## src/rtl/rv_multicycle_ctrl_if.sv

```systemverilog
// Control/decoder/memory-handshake bundle between the RV32I multicycle controller and its datapath.
interface rv_multicycle_ctrl_if #(
   parameter int unsigned CNT_W = 32
);
   logic [6:0]       opcode;
   logic [2:0]       funct3;
   logic [4:0]       rd;
   logic             mem_ready;
   logic             br_taken;
   logic             mem_req;
   logic             mem_we;
   logic             iord;
   logic             ir_write;
   logic             pc_write;
   logic [1:0]       pc_src;
   logic             reg_write;
   logic [1:0]       wb_sel;
   logic             alu_src_b;
   logic [1:0]       alu_op;
   logic             illegal;
   logic             timeout;
   logic [CNT_W-1:0] instret;

   modport master (
      input  opcode, funct3, rd, mem_ready, br_taken,
      output mem_req, mem_we, iord, ir_write, pc_write, pc_src, reg_write,
             wb_sel, alu_src_b, alu_op, illegal, timeout, instret
   );

   modport slave (
      output opcode, funct3, rd, mem_ready, br_taken,
      input  mem_req, mem_we, iord, ir_write, pc_write, pc_src, reg_write,
             wb_sel, alu_src_b, alu_op, illegal, timeout, instret
   );
endinterface

```

## src/rtl/rv_multicycle_ctrl.sv

```systemverilog
// RV32I multicycle control FSM: fetch/decode/exec/mem/wb sequencing, retire counter,
// memory-wait watchdog and illegal-opcode trap.
module rv_multicycle_ctrl #(
   parameter int unsigned CNT_W       = 32,
   parameter int unsigned MEM_TIMEOUT = 255
) (
   input logic                  clk,
   input logic                  rst,
   rv_multicycle_ctrl_if.master bus
);
   localparam int unsigned WD_W = $clog2(MEM_TIMEOUT + 1);
   localparam logic [WD_W-1:0] WD_LAST = WD_W'(MEM_TIMEOUT - 1);

   typedef enum logic [2:0] {S_FETCH, S_DECODE, S_EXEC, S_MEM, S_WB, S_TRAP} state_t;
   typedef enum logic [3:0] {
      C_R, C_I, C_LOAD, C_STORE, C_BRANCH, C_JAL, C_JALR, C_LUI, C_AUIPC, C_ILL
   } class_t;

   function automatic class_t decode_class(input logic [6:0] op);
      case (op)
         7'h33:   return C_R;
         7'h13:   return C_I;
         7'h03:   return C_LOAD;
         7'h23:   return C_STORE;
         7'h63:   return C_BRANCH;
         7'h6F:   return C_JAL;
         7'h67:   return C_JALR;
         7'h37:   return C_LUI;
         7'h17:   return C_AUIPC;
         default: return C_ILL;
      endcase
   endfunction

   state_t           state;
   class_t           cls;
   logic [WD_W-1:0]  wd;
   logic [CNT_W-1:0] instret_q;
   logic             illegal_q;
   logic             timeout_q;
   logic             rw;
   logic             retire_c;
   logic             waiting_c;
   logic             expired_c;
   class_t           dec_cls_c;
   logic             unused_funct3;

   assign unused_funct3 = ^bus.funct3;
   assign dec_cls_c     = decode_class(bus.opcode);
   assign waiting_c     = ((state == S_FETCH) || (state == S_MEM)) && !bus.mem_ready;
   assign expired_c     = waiting_c && (wd == WD_LAST);

   // Outputs: Moore decode of state/class, qualified by mem_ready in the memory phases.
   always_comb begin
      bus.mem_req   = 1'b0;
      bus.mem_we    = 1'b0;
      bus.iord      = 1'b0;
      bus.ir_write  = 1'b0;
      bus.pc_write  = 1'b0;
      bus.pc_src    = 2'd0;
      bus.wb_sel    = 2'd0;
      bus.alu_src_b = 1'b0;
      bus.alu_op    = 2'd0;
      rw            = 1'b0;
      retire_c      = 1'b0;
      if (!rst) begin
         case (state)
            S_FETCH: begin
               bus.mem_req  = 1'b1;
               bus.ir_write = bus.mem_ready;
               bus.pc_write = bus.mem_ready;
            end
            S_EXEC: begin
               case (cls)
                  C_R, C_I: begin
                     bus.alu_op    = 2'd2;
                     bus.alu_src_b = (cls == C_I);
                  end
                  C_LOAD, C_STORE, C_LUI, C_AUIPC: bus.alu_src_b = 1'b1;
                  C_BRANCH: begin
                     bus.alu_op   = 2'd1;
                     bus.pc_write = bus.br_taken;
                     bus.pc_src   = 2'd1;
                     retire_c     = 1'b1;
                  end
                  C_JAL, C_JALR: begin
                     bus.pc_write = 1'b1;
                     bus.pc_src   = (cls == C_JAL) ? 2'd1 : 2'd2;
                     bus.wb_sel   = 2'd2;
                     rw           = 1'b1;
                     retire_c     = 1'b1;
                  end
                  default: ;
               endcase
            end
            S_MEM: begin
               bus.mem_req = 1'b1;
               bus.iord    = 1'b1;
               bus.mem_we  = (cls == C_STORE);
               retire_c    = bus.mem_ready && (cls == C_STORE);
            end
            S_WB: begin
               rw         = 1'b1;
               bus.wb_sel = (cls == C_LOAD) ? 2'd1 : 2'd0;
               retire_c   = 1'b1;
            end
            default: ;
         endcase
      end
      bus.reg_write = rw && (bus.rd != 5'd0);
   end

   assign bus.illegal = illegal_q;
   assign bus.timeout = timeout_q;
   assign bus.instret = instret_q;

   // State, opcode class, watchdog, retire counter and sticky trap flags.
   always_ff @(posedge clk or posedge rst) begin
      if (rst) begin
         state     <= S_FETCH;
         cls       <= C_ILL;
         wd        <= '0;
         instret_q <= '0;
         illegal_q <= 1'b0;
         timeout_q <= 1'b0;
      end else begin
         if (retire_c) instret_q <= instret_q + CNT_W'(1);
         wd <= waiting_c ? (wd + WD_W'(1)) : '0;
         if (expired_c) begin
            timeout_q <= 1'b1;
            state     <= S_TRAP;
         end else begin
            case (state)
               S_FETCH:  if (bus.mem_ready) state <= S_DECODE;
               S_DECODE: begin
                  cls <= dec_cls_c;
                  if (dec_cls_c == C_ILL) begin
                     illegal_q <= 1'b1;
                     state     <= S_TRAP;
                  end else begin
                     state <= S_EXEC;
                  end
               end
               S_EXEC: begin
                  case (cls)
                     C_R, C_I, C_LUI, C_AUIPC: state <= S_WB;
                     C_LOAD, C_STORE:          state <= S_MEM;
                     default:                  state <= S_FETCH;
                  endcase
               end
               S_MEM:    if (bus.mem_ready) state <= (cls == C_LOAD) ? S_WB : S_FETCH;
               S_WB:     state <= S_FETCH;
               default:  state <= S_TRAP;
            endcase
         end
      end
   end
endmodule

```

## src/flat_wrapper.sv

```systemverilog
// flat-port wrapper written by rule: the top's interface ports become plain ports
module rv_multicycle_ctrl_flat 
#(
   parameter int unsigned CNT_W       = 32,
   parameter int unsigned MEM_TIMEOUT = 255
)
  (clk, rst, bus_opcode, bus_funct3, bus_rd, bus_mem_ready, bus_br_taken, bus_mem_req, bus_mem_we, bus_iord, bus_ir_write, bus_pc_write, bus_pc_src, bus_reg_write, bus_wb_sel, bus_alu_src_b, bus_alu_op, bus_illegal, bus_timeout, bus_instret);
  rv_multicycle_ctrl_if #(.CNT_W(CNT_W)) bus_i ();
  input logic clk;
  input logic rst;
  input wire logic [$bits(bus_i.opcode)-1:0] bus_opcode;
  input wire logic [$bits(bus_i.funct3)-1:0] bus_funct3;
  input wire logic [$bits(bus_i.rd)-1:0] bus_rd;
  input wire logic [$bits(bus_i.mem_ready)-1:0] bus_mem_ready;
  input wire logic [$bits(bus_i.br_taken)-1:0] bus_br_taken;
  output wire logic [$bits(bus_i.mem_req)-1:0] bus_mem_req;
  output wire logic [$bits(bus_i.mem_we)-1:0] bus_mem_we;
  output wire logic [$bits(bus_i.iord)-1:0] bus_iord;
  output wire logic [$bits(bus_i.ir_write)-1:0] bus_ir_write;
  output wire logic [$bits(bus_i.pc_write)-1:0] bus_pc_write;
  output wire logic [$bits(bus_i.pc_src)-1:0] bus_pc_src;
  output wire logic [$bits(bus_i.reg_write)-1:0] bus_reg_write;
  output wire logic [$bits(bus_i.wb_sel)-1:0] bus_wb_sel;
  output wire logic [$bits(bus_i.alu_src_b)-1:0] bus_alu_src_b;
  output wire logic [$bits(bus_i.alu_op)-1:0] bus_alu_op;
  output wire logic [$bits(bus_i.illegal)-1:0] bus_illegal;
  output wire logic [$bits(bus_i.timeout)-1:0] bus_timeout;
  output wire logic [$bits(bus_i.instret)-1:0] bus_instret;
  assign bus_i.opcode = bus_opcode;
  assign bus_i.funct3 = bus_funct3;
  assign bus_i.rd = bus_rd;
  assign bus_i.mem_ready = bus_mem_ready;
  assign bus_i.br_taken = bus_br_taken;
  assign bus_mem_req = bus_i.mem_req;
  assign bus_mem_we = bus_i.mem_we;
  assign bus_iord = bus_i.iord;
  assign bus_ir_write = bus_i.ir_write;
  assign bus_pc_write = bus_i.pc_write;
  assign bus_pc_src = bus_i.pc_src;
  assign bus_reg_write = bus_i.reg_write;
  assign bus_wb_sel = bus_i.wb_sel;
  assign bus_alu_src_b = bus_i.alu_src_b;
  assign bus_alu_op = bus_i.alu_op;
  assign bus_illegal = bus_i.illegal;
  assign bus_timeout = bus_i.timeout;
  assign bus_instret = bus_i.instret;
  rv_multicycle_ctrl #(.CNT_W(CNT_W), .MEM_TIMEOUT(MEM_TIMEOUT)) u_core (.clk(clk), .rst(rst), .bus(bus_i));
endmodule
```

## config.mk

```make
export PLATFORM = sky130hd
export DESIGN_NAME = rv_multicycle_ctrl_flat
export DESIGN_NICKNAME = d
export VERILOG_FILES = /design/src/rtl/rv_multicycle_ctrl_if.sv /design/src/rtl/rv_multicycle_ctrl.sv /design/src/flat_wrapper.sv
export SDC_FILE = /design/constraint.sdc
export NUM_CORES = 1
export LEC_CHECK = 0
export BUFFER_PORTS_ARGS = -buffer_cell sky130_fd_sc_hd__buf_4
export CORE_MARGIN = 5
export CORE_UTILIZATION = 29
export DETAILED_ROUTE_END_ITERATION = 16
export SYNTH_ARGS = -nofsm -noshare
export SYNTH_HDL_FRONTEND = slang
export SYNTH_SLANG_ARGS = --single-unit
```

## constraint.sdc

```tcl
create_clock -name clk -period 6.3 [get_ports clk]
set_input_delay 0.945 -clock clk [delete_from_list [all_inputs] [get_ports clk]]
set_output_delay 0.945 -clock clk [all_outputs]
set_load 0.01 [all_outputs]
```

Yosys cells after proc, flatten, opt, wreduce, memory -nomap -nowiden:

Cells that the tools add are included.

* $add $sub $neg: 2
* equal/unequal tests: 25
* mux-type cells: 40
* bitwise logic cells: 1
* reduce and logical (&&, ||, !) cells: 19

Operators by type and width (number)
* 4-bit case mux with 9 select lines: 1
* 32-bit by 1-bit adder with 32-bit output, second input constant: 1
* 7-bit by 6-bit == test with 1-bit output, second input constant: 3
* 7-bit == test, second input constant: 3
* 4-bit by 3-bit == test with 1-bit output, second input constant: 4
* 1-bit 2-to-1 mux: 16
* 3-bit 2-to-1 mux: 5
* 3-bit case mux with 5 select lines: 1
* 7-bit by 5-bit == test with 1-bit output, second input constant: 2
* 2-bit 2-to-1 mux: 7
* 2-bit case mux with 2 select lines: 3
* 8-bit by 1-bit adder with 8-bit output, second input constant: 1
* 4-bit by 2-bit == test with 1-bit output, second input constant: 2
* 4-bit == test, second input constant: 2
* 8-bit == test, second input constant: 1
* 8-bit 2-to-1 mux: 1
* 1-bit case mux with 2 select lines: 4
* 2-bit OR reduction: 4
* 4-bit OR reduction: 2
* 7-bit by 2-bit == test with 1-bit output, second input constant: 1
* 3-bit by 2-bit == test with 1-bit output, second input constant: 2
* 3-bit by 2-bit != test with 1-bit output, second input constant: 2
* 3-bit case mux with 2 select lines: 1
* 5-bit nonzero test: 1
* other kinds (13): 17

* flip-flop bits (word level): 49
* input bits: 19
* output and inout port bits: 47
* word-level logic and storage cells: 93

Longest topological paths before layout:

Gate-level depths: netlist (run 1).

* depth in word-level cells: 6
* gate-level depth with buffers: 7
* depth with buffers taken out: 5

Least setup slack after synthesis (run 1):

OpenSTA, ideal clock, no wires.

* kind: input-to-output
* start: input rst
* end: output bus_reg_write
* arrival: 3080 ps
* required time: 5355 ps
* path slack: 2275 ps
* cell stages on the path: 6
* path buffers: 1
* cells stage by stage: buf_1 inv_1 and3_1 nand2_1 nor2_1 o22a_1

* longest elaborated chain between the ends: 2

RTL lines
* start, declared: line flat_wrapper.sv:10 `input logic rst;`
* 1-bit 2-to-1 mux: line rv_multicycle_ctrl.sv:65 `if (!rst) begin`
* 1-bit logical AND: line rv_multicycle_ctrl.sv:109 `bus.reg_write = rw && (bus.rd != 5'd0);`
* end, declared: line flat_wrapper.sv:22 `output wire logic [$bits(bus_i.reg_write)-1:0] bus_reg_write;`

Every way passes these cells.

Final worst setup path (run 1):

* start: input rst
* end: output bus_iord

* longest elaborated chain between the ends: 1

RTL lines
* 1-bit 2-to-1 mux: line rv_multicycle_ctrl.sv:65
* end, declared: line flat_wrapper.sv:18 `output wire logic [$bits(bus_i.iord)-1:0] bus_iord;`

Every way passes these cells.

==> results of run 1 <==
worst max-delay path, stage by stage:
cell and delay [ns]:
buf_4 0.16, inv_2 0.06, buf_4 0.51, and3_1 0.26
buf_4 0.12
logic make-up (layout without fill, tap and decap cells):
| logic type | Yosys count | after routing | synth area share |
|---|---|---|---|
| XOR/XNOR | 39 | 39 | 0.130 |
| multiplexers | 1 | 1 | 0.00427 |
| adder cells (fa/ha/maj) | 3 | 3 | 0.0142 |
| AND/OR/NAND/NOR | 127 | 127 | 0.261 |
| flip-flops | 49 | 49 | 0.466 |
| AO/OA/AOI/OAI | 33 | 33 | 0.0940 |
| buffers and inverters | 18 | 75 | 0.0304 |
metrics by stage:
| stage | hold WS [ns] | worst slack (ns) | area, µm² |
|---|---|---|---|
| after global placement | 0.465 | 3.23 | 3180 |
| final | 0.482 | 3.29 | 3270 |
| after CTS | 0.491 | 3.23 | 3270 |
| after detailed placement | 0.471 | 3.23 | 3180 |
| after global routing | 0.505 | 3.11 | 3270 |
| after floorplan | 0.494 | 2.27 | 2640 |
metal layers:
layer,global-route usage,vias up,part of all wire
li1,-,1063,-
met1,0.151,1017,0.47
met2,0.183,38,0.49
met3,0.0202,4,0.035
met4,0.0225,0,0.0075
met5,0,-,0
Yosys cell counts, types with 2 or more instances:
cell type and instances:
nor3_1 9, and2_1 5, xor2_1 8, and3_1 13, inv_1 4, o41ai_1 2
nand4_1 13, nand3_1 19, buf_1 2, clkbuf_1 9, nor2b_1 8, dfrtp_1 47
ha_1 3, o21bai_1 2, or3b_2 2, nor4b_1 2, o211ai_1 2, nor2_1 20
nor3b_1 4, dfstp_2 2, xnor2_1 31, nor4_1 4, nand2b_1 4, nand2_1 19
o21ai_0 5, a21oi_1 8, o22a_1 2, and4_1 3
worst min path at each step:
stage,from,endpoint,depth (start not counted)
2_1_floorplan,u_core.wd[0],u_core.wd[0],1
3_3_place_gp,u_core.bus.timeout,u_core.bus.timeout,1
3_5_place_dp,u_core.bus.timeout,u_core.bus.timeout,1
4_1_cts,u_core.bus.instret[31],u_core.bus.instret[31],1
5_1_grt,u_core.bus.instret[25],u_core.bus.instret[25],1
6_report,u_core.bus.instret[31],u_core.bus.instret[31],1
flip-flops by register name (all words and copies together), names as in the netlist:
register,count
u_core.bus.instret,32
u_core.wd,8
u_core.cls,4
u_core.state,3
u_core.bus.illegal,1
u_core.bus.timeout,1
power by group:
part / internal [µW] / switching [µW]
combinational: 74.0 / 76.4
sequential: 343 / 48.7
clock: 80.4 / 113
total: 497 / 238
final cells by class:
| type | instances | area [µm²] | share of cell area |
|---|---|---|---|
| sequential | 49 | 1230 | 0.376 |
| timing repair buffer | 63 | 473 | 0.145 |
| tap | 108 | 135 | 0.0413 |
| inverter | 4 | 15.0 | 0.00459 |
| clock inverter | 3 | 25.0 | 0.00765 |
| clock buffer | 5 | 68.8 | 0.0210 |
| multi-input combinational | 203 | 1330 | 0.405 |
==> impl_metrics.csv, run 1 <==
group,metric,value,unit
layout,drive_gt1_frac,0.242,
critical_path,r2r_end,"u_core.bus.instret[24]",
logic_synthesis,syn_inst,270,
critical_path,r2r_start,"u_core.state[0]",
critical_path,startpoint,"rst",
floorplan,initial_utilization,0.299,
place,io_buffers,62,
sta,max_freq,332,MHz
floorplan,die_w,105,µm
detailed_routing,dr_total_vias,2122,
floorplan,rows,34,
sta,tns,0,ns
layout,layout.cells.non_filler,435,
clocking,clk_path_buf_depth,2,
detailed_routing,dr.pass1.iters,4,
grt,antenna_found_initial,0,
sta,finalCritPeriodShare,0.478,
place,dp.cells,427,
floorplan,die_h,105,µm
logic_synthesis,ys_ff_latch,49,
sta,period_needed,3.01,ns
layout,syn2layout_area_growth,24.2,%
job,cap_violations,0,
layout,diodes,0,
grt,grt_pass1_wl,10.4,mm
clocking,htree_levels,2,
clocking,cts_resized,0,
grt,first_global_vias,2102,
critical_path,cp-endpoint,"bus_iord",
sta,slew_viol_final,0,
layout,mostFrequentLayoutCells,"buf_4, dfrtp_1, xnor2_1, nor2_1",
logic_synthesis,ys_async_sr_fraction,1.00,
clocking,root_buffer,"clkbuf_8",
sta,setup_viol_count_final,0,
sta,skew,0.0148,ns
critical_path,rrSetupSlack,3.42,ns
detailed_routing,post_drt_wl_per_cell,13.8,µm
logic_synthesis,yosys.area.top_type,"dfrtp_1",
floorplan,die_area,11100,µm²
place,dp_hpwl,4.35,mm
grt,grt_overflow_total,0,
logic_synthesis,synthesis.area,2640,µm²
logic_synthesis,yosysWarningCount,0,
floorplan,core-area,8810,µm²
logic_synthesis,synth_area_leaders,"dfrtp_1, xnor2_1, nand3_1",
pwr,powerDensity,225,nW/µm²
clocking,cts.clk_slew.worst_paths,0.10,ns
critical_path,crit_fanout,50,
detailed_routing,drc,0,
logic_synthesis,synth.distinct_cells,46,
logic_synthesis,ys_seq_area_frac,0.466,
clocking,clkLatencyLatePin,0.31,ns
critical_path,critPathLaunchType,"input pin",
logic_synthesis,synth-edff-count,0,
critical_path,reg2reg_depth,5,
logic_synthesis,syn_avg_cell_area,9.76,µm²
floorplan,ioPinCount,66,
sta,worst_pin_slew,1.00,ns
sta,hold_viol,0,
pwr,irDropWorstVdd,0.107,mV
clocking,cts_tree,"done",
pwr,finalPower,736,µW
clocking,cts_made_buffers,5,
logic_synthesis,synth.net_count,292,
layout,final_common_cell,"buf_4",
critical_path,crit_arrival,2.07,ns
logic_synthesis,synth_top_area_share,0.446,
layout,fill_cells,868,
sta,rsz0062_at_grt,"false",
grt,grt_usage,0.110,
sta,relSlewSlack,0.331,
detailed_routing,totalWireLength,5.99,mm
critical_path,critPathCaptureType,"output pin",
outcome,status,"completed",
detailed_routing,ant_nets,0,
pwr,cellLeakagePower,0.00144,µW
detailed_routing,drtIter0Drc,101,
hold_path,hold_class,"reg -> reg",
layout,fin_nets,348,
critical_path,crit_type,"in -> out",
critical_path,required,5.35,ns
logic_synthesis,ys.flop_type,"dfrtp_1",
place,routabilityCongestion,0.775,
grt,grt_start_max_net_pins,51,
clocking,postCtsHoldBufs,0,
clocking,cts_sinks,49,
detailed_routing,vias_per_cell,4.88,
clocking,post_cts_buffers,0,
layout,final_util,0.372,
(Power assumes the default switching activity.)
==> run 2: changes to the inputs <==
==> constraint.sdc (replaced) <==
create_clock -name clk -period 2.6 [get_ports clk]
set_input_delay 0.39 -clock clk [delete_from_list [all_inputs] [get_ports clk]]
set_output_delay 0.39 -clock clk [all_outputs]
set_load 0.01 [all_outputs]
==> impl_metrics.csv, run 2 (synthesized netlist as in run 1, its figures left out) <==
group,metric,value,unit
sta,finalCritPeriodShare,0.884,
grt,first_global_vias,2054,
detailed_routing,totalWireLength,6.05,mm
sta,relSlewSlack,0.541,
layout,final_common_cell,"buf_4",
pwr,cellLeakagePower,0.00148,µW
layout,final_util,0.379,
detailed_routing,post_drt_wl_per_cell,13.7,µm
detailed_routing,drtIter0Drc,68,
sta,setup_viol_count_final,0,
place,io_buffers,62,
job,cap_violations,0,
sta,worst_pin_slew,0.686,ns
layout,syn2layout_area_growth,26.6,%
critical_path,crit_type,"reg -> out",
grt,grt_overflow_total,0,
sta,slew_viol_final,0,
critical_path,crit_arrival,1.91,ns
place,dp_hpwl,4.35,mm
sta,max_freq,435,MHz
sta,skew,0.00425,ns
clocking,cts_tree,"done",
clocking,post_cts_buffers,0,
outcome,status,"completed",
detailed_routing,drc,0,
clocking,cts_resized,0,
floorplan,die_area,11100,µm²
detailed_routing,dr_total_vias,2155,
clocking,clk_path_buf_depth,2,
place,routabilityCongestion,0.774,
clocking,clkLatencyLatePin,0.29,ns
clocking,cts_made_buffers,5,
floorplan,core-area,8810,µm²
layout,mostFrequentLayoutCells,"buf_4, dfrtp_1, xnor2_1, nor2_1",
critical_path,critPathCaptureType,"output pin",
clocking,cts_sinks,49,
floorplan,rows,34,
floorplan,die_w,105,µm
sta,tns,0,ns
detailed_routing,vias_per_cell,4.90,
sta,hold_viol,0,
clocking,root_buffer,"clkbuf_8",
critical_path,crit_fanout,8,
layout,drive_gt1_frac,0.256,
sta,rsz0062_at_grt,"false",
pwr,powerDensity,556,nW/µm²
clocking,htree_levels,2,
floorplan,initial_utilization,0.299,
layout,largest_reg_flops,32,
critical_path,critPathLaunchType,"flop",
grt,antenna_found_initial,0,
clocking,postCtsHoldBufs,0,
pwr,irDropWorstVdd,0.260,mV
clocking,cts.clk_slew.worst_paths,0.09,ns
layout,fin_nets,354,
floorplan,die_h,105,µm
floorplan,ioPinCount,66,
critical_path,required,2.21,ns
detailed_routing,dr.pass1.iters,4,
grt,grt_usage,0.110,
grt,grt_pass1_wl,10.3,mm
pwr,finalPower,1860,µW
grt,grt_start_max_net_pins,50,
sta,period_needed,2.30,ns
hold_path,hold_class,"in -> reg",
layout,diodes,0,
detailed_routing,ant_nets,0,
sta,hold_slack,0.335,ns
[run 2: changes by cell type in the layout (fill, tap and decap cells not counted)]
cell / before / now
buf_4: 63 / 69
and3_1: 13 / 12
and3_4: 0 / 1
bufinv_16: 0 / 1
clkinv_2: 0 / 1
clkinv_4: 1 / 0
inv_2: 1 / 0
inv_6: 1 / 0
[run 2: layer usage]
metal / up-vias / wire (µm) / GRT usage
met4: 0 / 57 / 0.0281
met5: - / 0 / 0
met2: 46 / 2810 / 0.179
li1: 1077 / - / -
met1: 1027 / 2900 / 0.147
met3: 5 / 283 / 0.0251
[run 2: worst max-delay path, cell delays in order, from the launching register on]
cell     delay [ns]
dfrtp_1        0.46
buf_4          0.19
nor2_1         0.20
and3_4         0.22
nand2_1        0.09
nor2_1         0.18
o22a_1         0.16
buf_4          0.11
[run 2: path summary, 6_finish.rpt]
path / slack (ns) / endpoint / cells past startpoint / from
max: 0.30 / bus_reg_write / 7 / u_core.state[0]
min: 0.33 / u_core.cls[1] / 2 / bus_opcode[3]
max reg2reg: 0.31 / u_core.bus.instret[27] / 6 / u_core.state[0]
min reg2reg: 0.48 / u_core.bus.instret[31] / 1 / u_core.bus.instret[31]
max in group asynchronous: 1.80 / u_core.bus.instret[30] / 3 / rst
min in group asynchronous: 0.37 / u_core.cls[2] / 3 / rst
[run 2: final cells by class]
cell class	count	area, µm²
fillers	896	5470
multi-input cells	203	1330
flip-flops and latches	49	1230
repair buffers	69	518
well taps	108	135
clock buffers	5	68.8
clock inverters	2	35.0
inverters	4	18.8
[run 2: power breakdown]
| part | switching (µW) | internal [µW] |
|---|---|---|
| Clock | 245 | 280 |
| Combinational | 213 | 195 |
| Sequential | 92.5 | 831 |
| Total | 550 | 1310 |
[run 2: metrics by stage]
stage | cell area [µm²] | cells | worst slack, ns
floorplan | 2650 | 270 | 0.0127
global placement | 3220 | 432 | 0.316
detailed placement | 3220 | 432 | 0.327
CTS | 3330 | 439 | 0.162
global route | 3340 | 440 | 0.0872
finish | 3340 | 440 | 0.301
